<file path="config.mk">
export PLATFORM = sky130hd
export DESIGN_NAME = nibble_serial_sub_flat
export DESIGN_NICKNAME = d
export VERILOG_FILES = /design/src/rtl/alu_pkg.sv /design/src/rtl/nibble_serial_sub_if.sv /design/src/rtl/nibble_sub_4bit.sv /design/src/rtl/nibble_serial_sub.sv /design/src/flat_wrapper.sv
export SDC_FILE = /design/constraint.sdc
export NUM_CORES = 1
export LEC_CHECK = 0
export ABC_AREA = 1
export ABC_CLOCK_PERIOD_IN_PS = 3000
export CORE_ASPECT_RATIO = 0.9
export CORE_MARGIN = 1
export CORE_UTILIZATION = 50
export DETAILED_ROUTE_END_ITERATION = 8
export PLACE_DENSITY = 0.78
export SLEW_MARGIN = 40
export SYNTH_ARGS = -nofsm -noshare
export SYNTH_HDL_FRONTEND = slang
export SYNTH_SLANG_ARGS = --single-unit
</file>
<file path="constraint.sdc">
create_clock -name clk -period 3 [get_ports clk]
set_input_delay 0.6 -clock clk [delete_from_list [all_inputs] [get_ports clk]]
set_output_delay 0.6 -clock clk [all_outputs]
set_load 0.01 [all_outputs]
</file>
<file path="src/rtl/alu_pkg.sv">
`default_nettype none
// ============================================================================
//  Module   : alu_pkg
//  Brief    : Shared ALU definitions: FSM state encodings and nibble width.
//  Revision : 1.0  initial release
// ============================================================================
package alu_pkg;

  localparam int NIB_W = 4;

  typedef enum logic [1:0] {
    IDLE = 2'd0,
    RUN  = 2'd1,
    DONE = 2'd2
  } state_e;

endpackage
`default_nettype wire

</file>
<file path="src/rtl/nibble_serial_sub_if.sv">
`default_nettype none
// ============================================================================
//  Module   : nibble_serial_sub_if
//  Brief    : Operand/result valid-ready bundle for the serial subtractor.
//             Compare outputs lt/ltu/eq exist only when SUB_CMP_EN is defined.
//  Revision : 1.0  initial release
// ============================================================================
interface nibble_serial_sub_if #(
  parameter int WIDTH = 16
);

  logic             in_valid;
  logic             in_ready;
  logic [WIDTH-1:0] a;
  logic [WIDTH-1:0] b;
  logic             bin;
  logic             out_valid;
  logic             out_ready;
  logic [WIDTH-1:0] diff;
  logic             bout;
  logic             ovf;
  logic             zero;
`ifdef SUB_CMP_EN
  logic             lt;
  logic             ltu;
  logic             eq;

  modport master (
    output in_valid, a, b, bin, out_ready,
    input  in_ready, out_valid, diff, bout, ovf, zero, lt, ltu, eq
  );

  modport slave (
    input  in_valid, a, b, bin, out_ready,
    output in_ready, out_valid, diff, bout, ovf, zero, lt, ltu, eq
  );
`else
  modport master (
    output in_valid, a, b, bin, out_ready,
    input  in_ready, out_valid, diff, bout, ovf, zero
  );

  modport slave (
    input  in_valid, a, b, bin, out_ready,
    output in_ready, out_valid, diff, bout, ovf, zero
  );
`endif

endinterface
`default_nettype wire

</file>
<file path="src/rtl/nibble_sub_4bit.sv">
`default_nettype none
// ============================================================================
//  Module   : nibble_sub_4bit
//  Brief    : Combinational 4-bit carry-lookahead stage computing a + ~b + cin.
//  Revision : 1.0  initial release
// ============================================================================
module nibble_sub_4bit
  import alu_pkg::*;
(
  input  logic [NIB_W-1:0] a,
  input  logic [NIB_W-1:0] b,
  input  logic             cin,
  output logic [NIB_W-1:0] s,
  output logic             cout
);

  logic [NIB_W-1:0] p;
  logic [NIB_W-1:0] g;
  logic [NIB_W:0]   c;

  assign p = a ^ ~b;
  assign g = a & ~b;

  // Flattened lookahead equations: every carry depends only on p, g and cin.
  assign c[0] = cin;
  assign c[1] = g[0] | (p[0] & cin);
  assign c[2] = g[1] | (p[1] & g[0]) | (p[1] & p[0] & cin);
  assign c[3] = g[2] | (p[2] & g[1]) | (p[2] & p[1] & g[0])
              | (p[2] & p[1] & p[0] & cin);
  assign c[4] = g[3] | (p[3] & g[2]) | (p[3] & p[2] & g[1])
              | (p[3] & p[2] & p[1] & g[0]) | (p[3] & p[2] & p[1] & p[0] & cin);

  assign s    = p ^ c[NIB_W-1:0];
  assign cout = c[NIB_W];

endmodule
`default_nettype wire

</file>
<file path="src/rtl/nibble_serial_sub.sv">
`default_nettype none
// ============================================================================
//  Module   : nibble_serial_sub
//  Brief    : Multi-cycle subtractor diff = a - b - bin, one nibble per clock,
//             LSB first. Optional macro SUB_CMP_EN adds lt/ltu/eq outputs.
//  Revision : 1.0  initial release
// ============================================================================
module nibble_serial_sub
  import alu_pkg::*;
#(
  parameter int WIDTH = 16
) (
  input  logic              clk,
  input  logic              rst_n,
  nibble_serial_sub_if.slave bus
);

  localparam int NIB = WIDTH / NIB_W;
  localparam int K_W = (NIB > 1) ? $clog2(NIB) : 1;
  localparam int MSB = WIDTH - 1;

  if ((WIDTH % NIB_W) != 0 || WIDTH < 8) begin : g_bad_width
    $error("nibble_serial_sub: WIDTH must be a multiple of 4 and >= 8");
  end

  state_e           state_q, state_d;
  logic [WIDTH-1:0] a_q, a_d, b_q, b_d, diff_q, diff_d;
  logic             c_q, c_d;
  logic [K_W-1:0]   k_q, k_d;
  logic             bout_q, bout_d, ovf_q, ovf_d, zero_q, zero_d;
  logic             out_valid_q, out_valid_d, in_ready_q, in_ready_d;
`ifdef SUB_CMP_EN
  logic             lt_q, lt_d, ltu_q, ltu_d, eq_q, eq_d;
`endif

  logic [NIB_W-1:0] a_nib, b_nib, s_nib;
  logic             c_out;

  always_comb begin
    a_nib = '0;
    b_nib = '0;
    for (int i = 0; i < NIB; i++) begin
      if (k_q == K_W'(i)) begin
        a_nib = a_q[i*NIB_W +: NIB_W];
        b_nib = b_q[i*NIB_W +: NIB_W];
      end
    end
  end

  nibble_sub_4bit u_nib (
    .a    (a_nib),
    .b    (b_nib),
    .cin  (c_q),
    .s    (s_nib),
    .cout (c_out)
  );

  always_comb begin
    state_d = state_q;
    a_d     = a_q;
    b_d     = b_q;
    c_d     = c_q;
    k_d     = k_q;
    diff_d  = diff_q;
    bout_d  = bout_q;
    ovf_d   = ovf_q;
    zero_d  = zero_q;
`ifdef SUB_CMP_EN
    lt_d    = lt_q;
    ltu_d   = ltu_q;
    eq_d    = eq_q;
`endif
    case (state_q)
      IDLE: begin
        if (bus.in_valid) begin
          a_d     = bus.a;
          b_d     = bus.b;
          c_d     = ~bus.bin;
          k_d     = '0;
          state_d = RUN;
        end
      end
      RUN: begin
        for (int i = 0; i < NIB; i++) begin
          if (k_q == K_W'(i)) diff_d[i*NIB_W +: NIB_W] = s_nib;
        end
        c_d = c_out;
        k_d = k_q + 1'b1;
        // Flags are taken from the fully assembled result on the last nibble.
        if (k_q == K_W'(NIB - 1)) begin
          state_d = DONE;
          bout_d  = ~c_out;
          ovf_d   = (a_q[MSB] != b_q[MSB]) && (diff_d[MSB] != a_q[MSB]);
          zero_d  = (diff_d == '0);
`ifdef SUB_CMP_EN
          lt_d    = diff_d[MSB] ^ ovf_d;
          ltu_d   = bout_d;
          eq_d    = zero_d;
`endif
        end
      end
      DONE: begin
        if (bus.out_ready) state_d = IDLE;
      end
      default: state_d = IDLE;
    endcase
    out_valid_d = (state_d == DONE);
    in_ready_d  = (state_d == IDLE);
  end

  always_ff @(posedge clk or negedge rst_n) begin
    if (!rst_n) begin
      state_q     <= IDLE;
      a_q         <= '0;
      b_q         <= '0;
      c_q         <= 1'b0;
      k_q         <= '0;
      diff_q      <= '0;
      bout_q      <= 1'b0;
      ovf_q       <= 1'b0;
      zero_q      <= 1'b0;
      out_valid_q <= 1'b0;
      in_ready_q  <= 1'b1;
`ifdef SUB_CMP_EN
      lt_q        <= 1'b0;
      ltu_q       <= 1'b0;
      eq_q        <= 1'b0;
`endif
    end else begin
      state_q     <= state_d;
      a_q         <= a_d;
      b_q         <= b_d;
      c_q         <= c_d;
      k_q         <= k_d;
      diff_q      <= diff_d;
      bout_q      <= bout_d;
      ovf_q       <= ovf_d;
      zero_q      <= zero_d;
      out_valid_q <= out_valid_d;
      in_ready_q  <= in_ready_d;
`ifdef SUB_CMP_EN
      lt_q        <= lt_d;
      ltu_q       <= ltu_d;
      eq_q        <= eq_d;
`endif
    end
  end

  assign bus.in_ready  = in_ready_q;
  assign bus.out_valid = out_valid_q;
  assign bus.diff      = diff_q;
  assign bus.bout      = bout_q;
  assign bus.ovf       = ovf_q;
  assign bus.zero      = zero_q;
`ifdef SUB_CMP_EN
  assign bus.lt        = lt_q;
  assign bus.ltu       = ltu_q;
  assign bus.eq        = eq_q;
`endif

endmodule
`default_nettype wire
</file>
<file path="src/flat_wrapper.sv">
// flat-port wrapper written by rule: the top's interface ports become plain ports
module nibble_serial_sub_flat import alu_pkg::*;
#(
  parameter int WIDTH = 16
)
  (clk, rst_n, bus_in_valid, bus_a, bus_b, bus_bin, bus_out_ready, bus_in_ready, bus_out_valid, bus_diff, bus_bout, bus_ovf, bus_zero);
  nibble_serial_sub_if #(.WIDTH(WIDTH)) bus_i ();
  input  logic clk;
  input  logic rst_n;
  input wire logic [$bits(bus_i.in_valid)-1:0] bus_in_valid;
  input wire logic [$bits(bus_i.a)-1:0] bus_a;
  input wire logic [$bits(bus_i.b)-1:0] bus_b;
  input wire logic [$bits(bus_i.bin)-1:0] bus_bin;
  input wire logic [$bits(bus_i.out_ready)-1:0] bus_out_ready;
  output wire logic [$bits(bus_i.in_ready)-1:0] bus_in_ready;
  output wire logic [$bits(bus_i.out_valid)-1:0] bus_out_valid;
  output wire logic [$bits(bus_i.diff)-1:0] bus_diff;
  output wire logic [$bits(bus_i.bout)-1:0] bus_bout;
  output wire logic [$bits(bus_i.ovf)-1:0] bus_ovf;
  output wire logic [$bits(bus_i.zero)-1:0] bus_zero;
  assign bus_i.in_valid = bus_in_valid;
  assign bus_i.a = bus_a;
  assign bus_i.b = bus_b;
  assign bus_i.bin = bus_bin;
  assign bus_i.out_ready = bus_out_ready;
  assign bus_in_ready = bus_i.in_ready;
  assign bus_out_valid = bus_i.out_valid;
  assign bus_diff = bus_i.diff;
  assign bus_bout = bus_i.bout;
  assign bus_ovf = bus_i.ovf;
  assign bus_zero = bus_i.zero;
  nibble_serial_sub #(.WIDTH(WIDTH)) u_core (.clk(clk), .rst_n(rst_n), .bus(bus_i));
endmodule
</file>
== Word level (Yosys, flattened, before mapping) ==
Cells that the tools add are included.
Storage, ports and cells
  output and inout port bits: 21
  word-level logic and storage cells: 86
  flip-flop bits (word level): 58
  input port bits: 37
Operators by class
  add/sub/neg operators: 1
  equal/unequal tests: 9
  bitwise logic cells: 32
  reduce and logical (&&, ||, !) cells: 9
  multiplexer cells: 24
Operators by type and width (number)
  4-bit 2-to-1 mux: 16
  1-bit bitwise AND: 16
  16-bit logical NOT: 1
  1-bit OR: 10
  2-bit equality test (second input constant): 4
  2-bit 2-to-1 mux: 4
  4-bit XOR: 2
  2-bit logical NOT: 3
  2-bit case mux with 3 select lines: 1
  2-bit AND reduction: 3
  4-bit bitwise AND: 1
  2-bit by 1-bit equality test with 1-bit output (second input constant): 2
  4-bit inverter: 1
  2-bit case mux with 2 select lines: 1
  2-bit by 1-bit adder with 2-bit output (second input constant): 1
  1-bit != test: 2
  2-bit != test (second input constant): 1
  1-bit inverter: 2
  1-bit case mux with 2 select lines: 1
  2-bit nonzero test: 1
  1-bit logical AND: 1
  1-bit 2-to-1 mux: 1

== Logic depth before layout (Yosys ltp) ==
  depth in word-level cells: 16
  depth in mapped cells: 21
  gate-level depth less buffers: 20

== Modules after synthesis ==
A second synthesis with hierarchy kept.
Second synthesis, totals
  cell total of the unflattened synthesis: 325
  area, all modules: 3050.4 µm²
By module, submodules not included
  nibble_serial_sub: area each 2852.7 µm², times used 1, cells each 291
  nibble_sub_4bit: area each 197.7 µm², times used 1, cells each 34

== Worst setup path before layout ==
No wires, ideal clock.
  path kind: reg2reg
  start: reg u_core.k_q[0]
  end: reg u_core.zero_q, in the netlist u_core.bus.zero
  path slack: 0.288 ns
  library setup time: 0.065 ns
  path buffers: 2
  data required time: 2.935 ns
  cell stages (with the launch flop): 19
  data arrival time: 2.648 ns
  cells stage by stage: dfrtp_1 inv_1 ha_1 buf_4 clkbuf_1 o311ai_0 o21ai_0 fa_1 nand2_1 nand2_1 nor2_1 nand2_1 nor2_1 nand2_1 nor2_1 nand2_1 nor2_1 nand2_1 nand2_1
Between the ends
  cells in the longest elaborated chain, start to end: 15
  elaborated cells between the ends (all ways): 41
  classes of those cells: 3 x eq/ne; 16 x mux; 19 x bitwise; 3 x reduce/logical
RTL lines
  start, declared: RTL line nibble_serial_sub.sv:29  | logic [K_W-1:0] k_q, k_d;
  start signal, assigned: RTL line nibble_serial_sub.sv:134  | k_q <= k_d;
  2-bit logical NOT: RTL line nibble_serial_sub.sv:43, nibble_serial_sub.sv:85
  4-bit 2-to-1 mux (4 in series): RTL line nibble_serial_sub.sv:43  | if (k_q == K_W'(i)) begin
  4-bit inverter: RTL line nibble_sub_4bit.sv:21, nibble_sub_4bit.sv:22
  4-bit XOR or 4-bit bitwise AND (tied branches): RTL line nibble_sub_4bit.sv:21, nibble_sub_4bit.sv:22
  1-bit bitwise AND (on tied branches): RTL line nibble_sub_4bit.sv:28, nibble_sub_4bit.sv:29
  1-bit OR, or another cell as far along: RTL line nibble_sub_4bit.sv:28  | assign c[3] = g[2] | (p[2] & g[1]) | (p[2] & p[1] & g[0])
  1-bit OR or 1-bit bitwise AND (tied branches): RTL line nibble_sub_4bit.sv:28, nibble_sub_4bit.sv:29
  1-bit OR: RTL line nibble_sub_4bit.sv:29  | | (p[2] & p[1] & p[0] & cin);
  4-bit XOR: RTL line nibble_sub_4bit.sv:33  | assign s = p ^ c[NIB_W-1:0];
  4-bit 2-to-1 mux: RTL line nibble_serial_sub.sv:85  | if (k_q == K_W'(i)) diff_d[i*NIB_W +: NIB_W] = s_nib;
  4-bit 2-to-1 mux: RTL line nibble_serial_sub.sv:73  | case (state_q)
  16-bit logical NOT: RTL line nibble_serial_sub.sv:94  | zero_d = (diff_d == '0);
  end signal, assigned: RTL line nibble_serial_sub.sv:138  | zero_q <= zero_d;
  end, declared: RTL line nibble_serial_sub.sv:30  | logic bout_q, bout_d, ovf_q, ovf_d, zero_q, zero_d;
Parallel ways exist; a longest one is shown, timed or not. The select of a mux whose other input is x is not followed.
A chain may end at the register's enable or synchronous reset.

== Worst setup path in the final report ==
Ends and elaborated chain as after synthesis.

==> flow_summary.yaml <==
timing:
  timing.fmax_ghz: 0.341
  fin_crit_sh: 0.977
  worst_pin_slew_ns: 0.659
  finalSetupViolCount: 0
  finClkSkew_ns: 0.00855
  tns_ns: 0
  hold_viol_final: 0
  relSlewSlack: 0.559
  maxSlewViolCount: 0
  period_minus_slack_ns: 2.93
drt:
  drtIter0Drc: 201
  vias: 2488
  drt-wirelength-per-cell_um: 15.8
  dr.pass1.iters: 5
  wirelength_um: 7060
  vias_per_cell: 5.58
  final_antenna_net_count: 0
  drc: 0
synth:
  postSynthCellCount: 307
  postSynthNetCount: 353
  ys_types: 28
  ys_seq_area_frac: 0.503
  yosysWarningCount: 0
  syn_area_per_cell_um2: 9.41
  ys_ff_latch: 58
  syn-cell-area_mm2: 0.00289
cts:
  cts_buffer_depth: 2
  cts.sinks: 58
  clk_pin_slew_ns: 0.07
  htree_levels: 3
  cts_tree: "yes"
  clk_latency_ns: 0.35
  postCtsHoldBufs: 0
  cts_buffers: 9
  cts.root.buffer_cell: "clkbuf_8"
die:
  row_count: 25
  start_util: 0.534
  die_w_um: 82.1
  fp.dieH_um: 74.1
  io_pins: 58
  die_area_mm2: 0.00609
  core-area_mm2: 0.00541
setup_path:
  path_cells: "inv_2 -> ha_4 -> buf_4 -> a21oi_1 -> o31ai_1 -> o21ai_0 -> ha_1 -> a21oi_1 -> nand3_1 -> nand2_1 -> nand2_1 -> nand2_1 -> nand3_1 -> nor2_1 -> nand2_1 -> nand2_1"
  worstReg2RegStart: "u_core.k_q[0]"
  criticalPathCategory: "flip-flop to flip-flop"
  required_ns: 3.29
  slowest_stage: "dfrtp_1"
  worstSetupStartpointType: "flip-flop"
  worst_ep_arrival_time_ns: 3.22
  reg2reg_slack_ns: 0.07
  cp_max_fo: 7
  ff2ff_path_depth: 16
  crit_path_end_kind: "flip-flop"
  cpPeakStageDelay_ns: 0.44
  cp.buffers_inverters: 2
  timing.rr.end: "u_core.bus.zero"
  crit_family: "simple AND/OR/NAND/NOR gates"
  path_common_cell: "nand2_1"
final_layout:
  utilization: 0.706
  drive_above_1_share: 0.216
  nets: 420
  final_cells: 446
  layout_common_cells: "nand2_1 (66), dfrtp_1 (57), clkdlybuf4s50_1 (56)"
  final_common_cell: "nand2_1"
  syn_to_final_growth_pct: 32.2
  diodes: 0
global_routing:
  grt_pass1_vias: 2217
  grt_pass1_wl_um: 10700
  grt-ovfl-total: 0
  grt_use_total: 0.246
  antenna_found_initial: 0
  grt_max_degree: 43
placed_design:
  routabilityCongestion: 0.932
  port_buffers: 57
  dp_hpwl_um: 4860
  placedCellCount: 429
hold_path:
  hp-class: "primary input to async pin"
flow_run:
  cap_violations: 0
status:
  status: "completed"
-- kinds of logic after synthesis --
group,share of synthesized area
adder cells (fa/ha/maj),0.0416
buffers and inverters,0.0489
AO/OA/AOI/OAI,0.103
AND/OR/NAND/NOR,0.179
flip-flops,0.503
multiplexers,0.125
-- state kept, by name, summed over array words and instances, names as in the netlist --
register and count:
u_core.bus.zero 1, u_core.k_q 2, u_core.bus.out_valid 1, u_core.state_q 2
u_core.bus.ovf 1, u_core.bus.in_ready 1, u_core.bus.bout 1, u_core.bus.diff 16
u_core.a_q 16, u_core.c_q 1, u_core.b_q 16
-- stage by stage --
step	instance area, um2	hold WS (ns)	setup slack [ns]
after floorplan	2890	0.304	0.288
after global placement	3550	0.469	0.226
after detailed placement	3550	0.470	0.124
after CTS	3770	0.246	0.0919
after global routing	3820	0.262	-0.103
final	3820	0.225	0.0688
-- repair_timing --
| item | in CTS | in global routing |
|---|---|---|
| setup endpoints to repair | 0 | 7 |
| buffers inserted | 0 | 1 |
| resized for setup | 0 | 13 |
-- routing by layer --
metal,vias up,global-route usage,part of all wire
li1,1173,-,-
met1,1184,0.318,0.43
met2,115,0.387,0.48
met3,16,0.0798,0.079
met4,0,0.0897,0.017
met5,-,0,0
-- cell usage after synthesis (all sizes together) --
cell type / number / area, um2
o31ai: 1 / 7.51
or2: 6 / 37.5
nand2: 70 / 273
a31oi: 5 / 31.3
inv: 19 / 73.8
nand3: 18 / 90.1
dfrtp: 57 / 1430
o211ai: 2 / 15.0
o21a: 1 / 7.51
dfstp: 1 / 26.3
nand4: 1 / 6.26
a21oi: 18 / 90.1
o21ai: 24 / 120
o22a: 1 / 8.76
o311ai: 2 / 17.5
nor2: 28 / 110
buf: 9 / 56.3
mux2: 32 / 360
clkbuf: 3 / 11.3
fa: 1 / 20.0
ha: 8 / 100
-- worst max path at each step --
stage | from | end | cells past startpoint
after floorplan | u_core.k_q[0] | u_core.bus.zero | 18
after global placement | u_core.k_q[0] | u_core.bus.zero | 18
after detailed placement | u_core.k_q[0] | u_core.bus.zero | 17
after CTS | u_core.k_q[0] | u_core.bus.zero | 17
after global routing | u_core.k_q[0] | u_core.bus.zero | 16
final | u_core.k_q[0] | u_core.bus.zero | 16
-- layout make-up --
type	count	area, um2
inverter	19	76.3
clock buffer	11	141
sequential	58	1450
multi-input combinational	218	1340
fill	428	1590
tap	67	83.8
clock inverter	5	77.6
timing repair buffer	68	651
Power is not shown: default switching activity piles up to over one toggle a cycle in this logic, so the estimate is an artifact.
